==> config.mk <==
export PLATFORM = sky130hd
export DESIGN_NAME = servo_pulse_decoder
export DESIGN_NICKNAME = d
export VERILOG_FILES = /design/src/rtl/servo_pulse_decoder.sv
export SDC_FILE = /design/constraint.sdc
export NUM_CORES = 1
export LEC_CHECK = 0
export ABC_AREA = 1
export CAP_MARGIN = 30
export CORE_MARGIN = 2
export CORE_UTILIZATION = 30
export CTS_CLUSTER_SIZE = 28
export DETAILED_ROUTE_END_ITERATION = 10
export PLACE_DENSITY = 0.45
export SYNTH_ARGS = -nofsm -noshare
export SYNTH_HDL_FRONTEND = slang
export SYNTH_SLANG_ARGS = --single-unit
==> constraint.sdc <==
create_clock -name clk -period 1.7 [get_ports clk]
set_input_delay 0.34 -clock clk [delete_from_list [all_inputs] [get_ports clk]]
set_output_delay 0.34 -clock clk [all_outputs]
set_load 0.02 [all_outputs]
==> src/rtl/servo_pulse_decoder.sv <==
// Servo pulse decoder: measures the high time of a 50 Hz servo pulse in clk ticks.
// Optional input glitch filter enabled with `define SERVO_GLITCH_FILTER_EN.
module servo_pulse_decoder #(
   parameter int PW_MIN  = 6000,
   parameter int PW_MAX  = 30000,
   parameter int TIMEOUT = 600000,
   parameter int GF_LEN  = 4
) (
   input  logic        clk,
   input  logic        rst,
   input  logic        servo_in,
   output logic [17:0] pos,
   output logic        pos_stb,
   output logic        err_stb,
   output logic        lost
);

   localparam int W_W    = 18;
   localparam int T_W    = 20;
   localparam int SYNC_N = 2;

   localparam logic [W_W-1:0] W_SAT    = '1;
   localparam logic [W_W-1:0] PW_MIN_W = W_W'(PW_MIN);
   localparam logic [W_W-1:0] PW_MAX_W = W_W'(PW_MAX);
   localparam logic [T_W-1:0] T_SAT    = '1;
   localparam logic [T_W-1:0] TO_LAST  = T_W'(TIMEOUT - 1);

   typedef enum logic [1:0] {
      ST_ARM,
      ST_WAIT,
      ST_HIGH
   } state_t;

   // Synchroniser is deliberately not reset so it tracks the pin during reset.
   logic [SYNC_N-1:0] sync_reg;
   logic              s_sync;
   logic              s;
   logic              s_dly_reg;

   genvar gi;
   generate
      for (gi = 0; gi < SYNC_N; gi++) begin : g_sync
         if (gi == 0) begin : g_first
            always_ff @(posedge clk) begin
               sync_reg[gi] <= servo_in;
            end
         end else begin : g_next
            always_ff @(posedge clk) begin
               sync_reg[gi] <= sync_reg[gi-1];
            end
         end
      end

      // Named marker only; a filter length below one is not meaningful.
      if (GF_LEN < 1) begin : g_gf_len_invalid
      end
   endgenerate

   assign s_sync = sync_reg[SYNC_N-1];

`ifdef SERVO_GLITCH_FILTER_EN
   localparam int GF_W = $clog2(GF_LEN + 1);

   logic            s_filt_reg;
   logic [GF_W-1:0] gf_cnt_reg;

   always_ff @(posedge clk) begin
      if (rst) begin
         s_filt_reg <= s_sync;
         gf_cnt_reg <= '0;
      end else if (s_sync == s_filt_reg) begin
         gf_cnt_reg <= '0;
      end else if (gf_cnt_reg == GF_W'(GF_LEN - 1)) begin
         s_filt_reg <= s_sync;
         gf_cnt_reg <= '0;
      end else begin
         gf_cnt_reg <= gf_cnt_reg + 1'b1;
      end
   end

   assign s = s_filt_reg;
`else
   assign s = s_sync;
`endif

   // Loaded from s even in reset so no false edge appears at reset release.
   always_ff @(posedge clk) begin
      s_dly_reg <= s;
   end

   logic rise;
   logic fall;
   assign rise = s & ~s_dly_reg;
   assign fall = ~s & s_dly_reg;

   state_t         state_reg;
   logic [W_W-1:0] width_reg;
   logic [T_W-1:0] to_cnt_reg;
   logic [T_W-1:0] to_cnt_next;
   logic           timeout_hit;
   logic           eval_reg;
   logic [W_W-1:0] pos_reg;
   logic           pos_stb_reg;
   logic           err_stb_reg;
   logic           lost_reg;

   always_comb begin
      to_cnt_next = to_cnt_reg;
      if (rise) begin
         to_cnt_next = '0;
      end else if (to_cnt_reg != T_SAT) begin
         to_cnt_next = to_cnt_reg + 1'b1;
      end
   end

   // Fires once, on the cycle the counter steps onto TIMEOUT.
   assign timeout_hit = ~rise && (to_cnt_reg == TO_LAST);

   always_ff @(posedge clk) begin
      if (rst) begin
         state_reg   <= ST_ARM;
         width_reg   <= '0;
         to_cnt_reg  <= '0;
         eval_reg    <= 1'b0;
         pos_reg     <= '0;
         pos_stb_reg <= 1'b0;
         err_stb_reg <= 1'b0;
         lost_reg    <= 1'b1;
      end else begin
         pos_stb_reg <= 1'b0;
         err_stb_reg <= 1'b0;
         eval_reg    <= 1'b0;
         to_cnt_reg  <= to_cnt_next;

         if (eval_reg) begin
            if (width_reg >= PW_MIN_W && width_reg <= PW_MAX_W) begin
               pos_reg     <= width_reg;
               pos_stb_reg <= 1'b1;
               lost_reg    <= 1'b0;
            end else begin
               err_stb_reg <= 1'b1;
            end
         end

         if (timeout_hit) begin
            state_reg <= ST_ARM;
            lost_reg  <= 1'b1;
         end else begin
            case (state_reg)
               ST_ARM: begin
                  if (!s) state_reg <= ST_WAIT;
               end
               ST_WAIT: begin
                  if (rise) begin
                     state_reg <= ST_HIGH;
                     width_reg <= W_W'(1);
                  end
               end
               ST_HIGH: begin
                  if (fall) begin
                     state_reg <= ST_WAIT;
                     eval_reg  <= 1'b1;
                  end else if (width_reg != W_SAT) begin
                     width_reg <= width_reg + 1'b1;
                  end
               end
               default: state_reg <= ST_ARM;
            endcase
         end
      end
   end

   assign pos     = pos_reg;
   assign pos_stb = pos_stb_reg;
   assign err_stb = err_stb_reg;
   assign lost    = lost_reg;

endmodule
==> Word-level counts from Yosys, hierarchy flattened <==
Cells that the tools add are included.
{ "totals": {"in_bits": 3, "wordCells": 55, "ff_bits": 65, "output_inout_bits": 21} }
{ "classes": {"mux": 11, "addsub": 2, "magnitude_cmp": 2, "n_reduce_logical": 11, "eq_ne": 10, "bitwise_logic": 8} }
{ "op_table": {"columns": ["cell", "n"], "rows": [
  ["$mux 18", 3],
  ["$pmux 18 s2", 1],
  ["$add 20x1->20 const B", 1],
  ["$eq 20x20->1 const B", 1],
  ["$ne 20x20->1 const B", 1],
  ["$add 18x1->18 const B", 1],
  ["$ge 18x13->1 const B", 1],
  ["$le 18x15->1 const B", 1],
  ["$ne 18x18->1 const B", 1],
  ["$ne 2x2->1 const B", 5],
  ["$mux 2", 3],
  ["$not 1->1", 6],
  ["$pmux 2 s3", 1],
  ["$reduce_or 2->1", 3],
  ["$reduce_and 5->1", 1],
  ["$mux 1", 3],
  ["$reduce_and 3->1", 1],
  ["$reduce_or 3->1", 1],
  ["$and 1x1->1", 2],
  ["$eq 2x1->1 const B", 1],
  ["$eq 2x2->1 const B", 1],
  ["$logic_and 1x1->1", 2],
  ["$logic_not 2->1", 1],
  ["$reduce_and 2->1", 1],
  ["$reduce_bool 2->1", 1]
]} }

==> Depth between registers and ports, before layout <==
{ "logic_depth": {"depth_word": 6, "depth_mapped": 12, "depth_no_buf": 12} }

==> Worst setup path after synthesis <==
No wires, ideal clock.
{ "synth_path": {"path_kind": "flip-flop to flip-flop", "start": "register width_reg[0]", "end": "register width_reg[0]", "required_ns": 1.582, "path_slack_ns": 0.120, "stages_incl_launch_ff": 12, "setup_ns": 0.118, "n_path_buf": 1, "period_less_slack_ns": 1.580, "arrival_ns": 1.462, "cell_sequence": "dfxtp_1 > ha_1 > nand2_1 > nor2_2 > nand2_2 > nor2_4 > nand3_4 > clkinv_1 > nor2_1 > buf_6 > o21ai_1 > nor2_1"} }
{ "synth_between": {"elab_chain_cells": 4, "word_cells_on_any_way": 7, "classes_between": "1 x add/sub; 2 x eq/ne; 3 x mux; 1 x reduce/logical"} }
{ "synth_rtl": {"columns": ["element", "line_no", "source"], "rows": [
  ["from (decl)", "97", "logic [W_W-1:0] width_reg;"],
  ["from (signal assigned)", "164", "width_reg <= width_reg + 1'b1;"],
  ["$add 18x1->18", "164", null],
  ["$mux 18", "163", "end else if (width_reg != W_SAT) begin"],
  ["$mux 18", "160", "if (fall) begin"],
  ["$pmux 18 s2", "149", "case (state_reg)"]
]} }
Parallel ways exist; a longest one is shown, timed or not. The select of a mux whose other input is x is not followed.
A chain may end at the register's enable or synchronous reset.

==> Worst setup path in the final report <==
{ "layout_path": {"start": "register lost_reg, in the netlist lost", "end": "output lost"} }
{ "layout_lines": {"columns": ["element", "line_no", "source"], "rows": [
  ["from (decl)", "105", "logic lost_reg;"],
  ["from (signal assigned)", "128", "lost_reg <= 1'b1;"],
  ["from (signal assigned)", "139", "lost_reg <= 1'b0;"],
  ["from (signal assigned)", "147", "lost_reg <= 1'b1;"],
  ["to (decl)", "15", "output logic lost"]
]} }
No word-level cell between the ends.

==> run summary <==
Status: finished clean
Synthesized area: 3450 sq um
Die Y: 111 um
Fill cells: 1,177
Critical Path RT: 1360 ps
Routed wire length: 10,100 um
Setup ws final: 44.0 ps
Hold buffers post-CTS: 0
Antenna Cells: 0
Share of layout cells above drive strength 1: 26.7%
Post-Syn Area per Cell: 6.62 sq um
Max_slew headroom: 67.7%
CTS Buffer Depth: 2
Maxcap violations: 0
Gp weighted congestion: 0.837
PwrDens: 971 nW/um^2
Number of flops mapped to enable cells by yosys: 0
Vias in the first global route: 3,106
Total GRT Usage: 15.4%
Clk_lat worst skew: 340 ps
DP Wirelength: 6770 um
Post-layout util: 42.8%
Critical Path Slowest Stage Cell: clkdlybuf4s50_1
CP Class: register to output port
Initial Util: 30.4%
Sequential-to-total area share from yosys stat: 37.7%
Final Hold Fails: 0
CP peak stage delay: 620 ps
CTS tree: yes
Worst slew pin tran: 479 ps
Largest net degree at the start of global routing: 36
Synth area leader: dfxtp_1
Max FFs per register: 20
Synth warnings: 0
Number of synthesized register bits: 65
Initial antenna violation count: 0
Critical path peak fanout: 2
Post-synth top area share: 37.7%
Synth area leaders: dfxtp_1 (38%), nand2_1 (16%), nor2_1 (11%)
CP arrival: 1320 ps
WL per Instance: 13.5 um
Slew Limit Fails: 0
Post-DRT Antenna Nets: 0
Area Overhead vs Synth: 40.5%
Final critical-path required period: 1660 ps
Die Wd: 111 um
Main synth FF type: dfxtp_1
First-pass iteration count of the detailed router: 4
Initial DRC Count: 127
Multi-input logic area: 2000 sq um
Num rows: 39
Die area: 12,400 sq um
Storage cell area: 1330 sq um
P_leak: 2.05 nW
Final Cycle Share: 97.4%
Worst Hold Class: register to register
Setup TNS: 0 ps
Max IR drop VDD: 492 uV
CP Capture Type: output port
Post-route DRC: 0
Core ar.: 11,300 sq um
Setup WS pre-CTS: -12.7 ps
Number of standard cells after synthesis: 521
# H-tree levels: 3
Crit path buffers/inverters: 1
TritonCTS Buffers: 9
First-pass GRT wire length: 15,100 um
Cell variety after synth: 33
Final Net Count: 609
Synthesized net count: 531
Port bufs: 23
Clock skew: 7.16 ps
Clock root cell: clkbuf_16
Top delay family on crit path: buffers and inverters
Num ports: 24
Via density: 4.50
F_max: 604 MHz
RSZ-0062 raised after global routing: true
Clock sinks: 65
Element type at the critical path start: register
Final setup viols: 0
Total gr overflow: 0
CP cell instances: clkdlybuf4s50_1
Clk slew on worst S/H paths: 50 ps
Vias: 3,357
Fraction of registers with async set/reset: 0%
[per-layer routing]
layer,vias up,GRT usage [%],routed length [um]
met4,0,6.01,242
li1,1775,-,-
met2,42,27.4,5250
met1,1524,17.8,4310
met5,-,0,0
met3,16,3.88,291
[final cells by class]
class | count | share of cell area (%)
clock buffer | 11 | 5.22
inverter | 64 | 5.14
tap | 143 | 3.70
multi-input combinational | 379 | 41.2
sequential | 65 | 27.4
clock inverter | 4 | 1.58
timing repair buffer | 80 | 15.8
[final timing paths]
check	startpoint	endpoint	slack, ps	depth (start not counted)
max	lost	lost	40	1
max reg2reg	state_reg[0]	width_reg[11]	80	9
min reg2reg	sync_reg[0]	s	330	0
min	sync_reg[0]	s	330	0
[kinds of logic after synthesis]
| kind of cell | count (synthesis) | synth area share (%) |
|---|---|---|
| simple gates | 314 | 38.9 |
| buf+inv | 77 | 9.84 |
| flops | 65 | 37.7 |
| compound gates | 44 | 7.37 |
| xor+xnor | 13 | 3.30 |
| fa+ha+maj | 7 | 2.54 |
| mux | 1 | 0.290 |
[placed cells by master, fill, tap and decap left out, types with 3 or more instances in the layout]
cell             instances
o21ai_0                 14
inv_2                    6
nor2_1                  88
nor2_4                   4
xnor2_1                  6
or2_2                    5
nand3_4                  3
a21oi_2                  6
buf_4                   47
nand4_1                  9
xor2_1                   7
nand2_1                134
dfxtp_1                 52
buf_12                   3
nor2_2                  15
nor3_1                   6
nand3_1                 20
nand2_2                 16
clkdlybuf4s50_1         23
a21oi_1                 14
dfxtp_4                  3
a31oi_1                  5
buf_6                    4
dfxtp_2                 10
nand2_4                  4
inv_1                   54
nand3_2                  3
clkbuf_16               12
ha_2                     3
[Yosys cell counts, types with 2 or more instances]
library cell and count:
ha_1 7, nor2_4 2, a21oi_1 15, buf_6 2, xnor2_1 6, nor3b_1 3
o21ai_0 15, a31oi_1 5, nand3_4 3, xor2_1 7, inv_1 60, nand4_1 9
clkbuf_1 5, or2_2 5, o21bai_1 2, nor3_1 8, dfxtp_1 65, inv_2 2
nand3_1 23, nand2_2 5, nor2_1 104, buf_4 4, clkinv_1 2, nand2_1 149
a21oi_2 5
[metrics by stage]
step	instances	instance area [sq um]	total power [W]	hold WS, ps
finish	746	4840	0.00470	328
global route	746	4840	0.00491	329
CTS	732	4460	0.00456	328
detailed placement	717	4120	0.00246	316
global placement	717	4120	0.00243	315
floorplan	521	3450	0.00217	310
[repair_timing]
item,in CTS,in global routing
gates resized for setup,5,78
setup buffers,0,9
setup endpoints to repair,7,45
pin swaps,0,14
endpoints found under the hold margin,0,0
gates cloned,0,6
[report_power, final]
| part | internal [W] | total, W | switching [W] |
|---|---|---|---|
| sequential | 0.00157 | 0.00160 | 0.0000355 |
| clock | 0.00136 | 0.00204 | 0.000679 |
| combinational | 0.000490 | 0.00106 | 0.000574 |
Power figures use the tool's default switching activity.
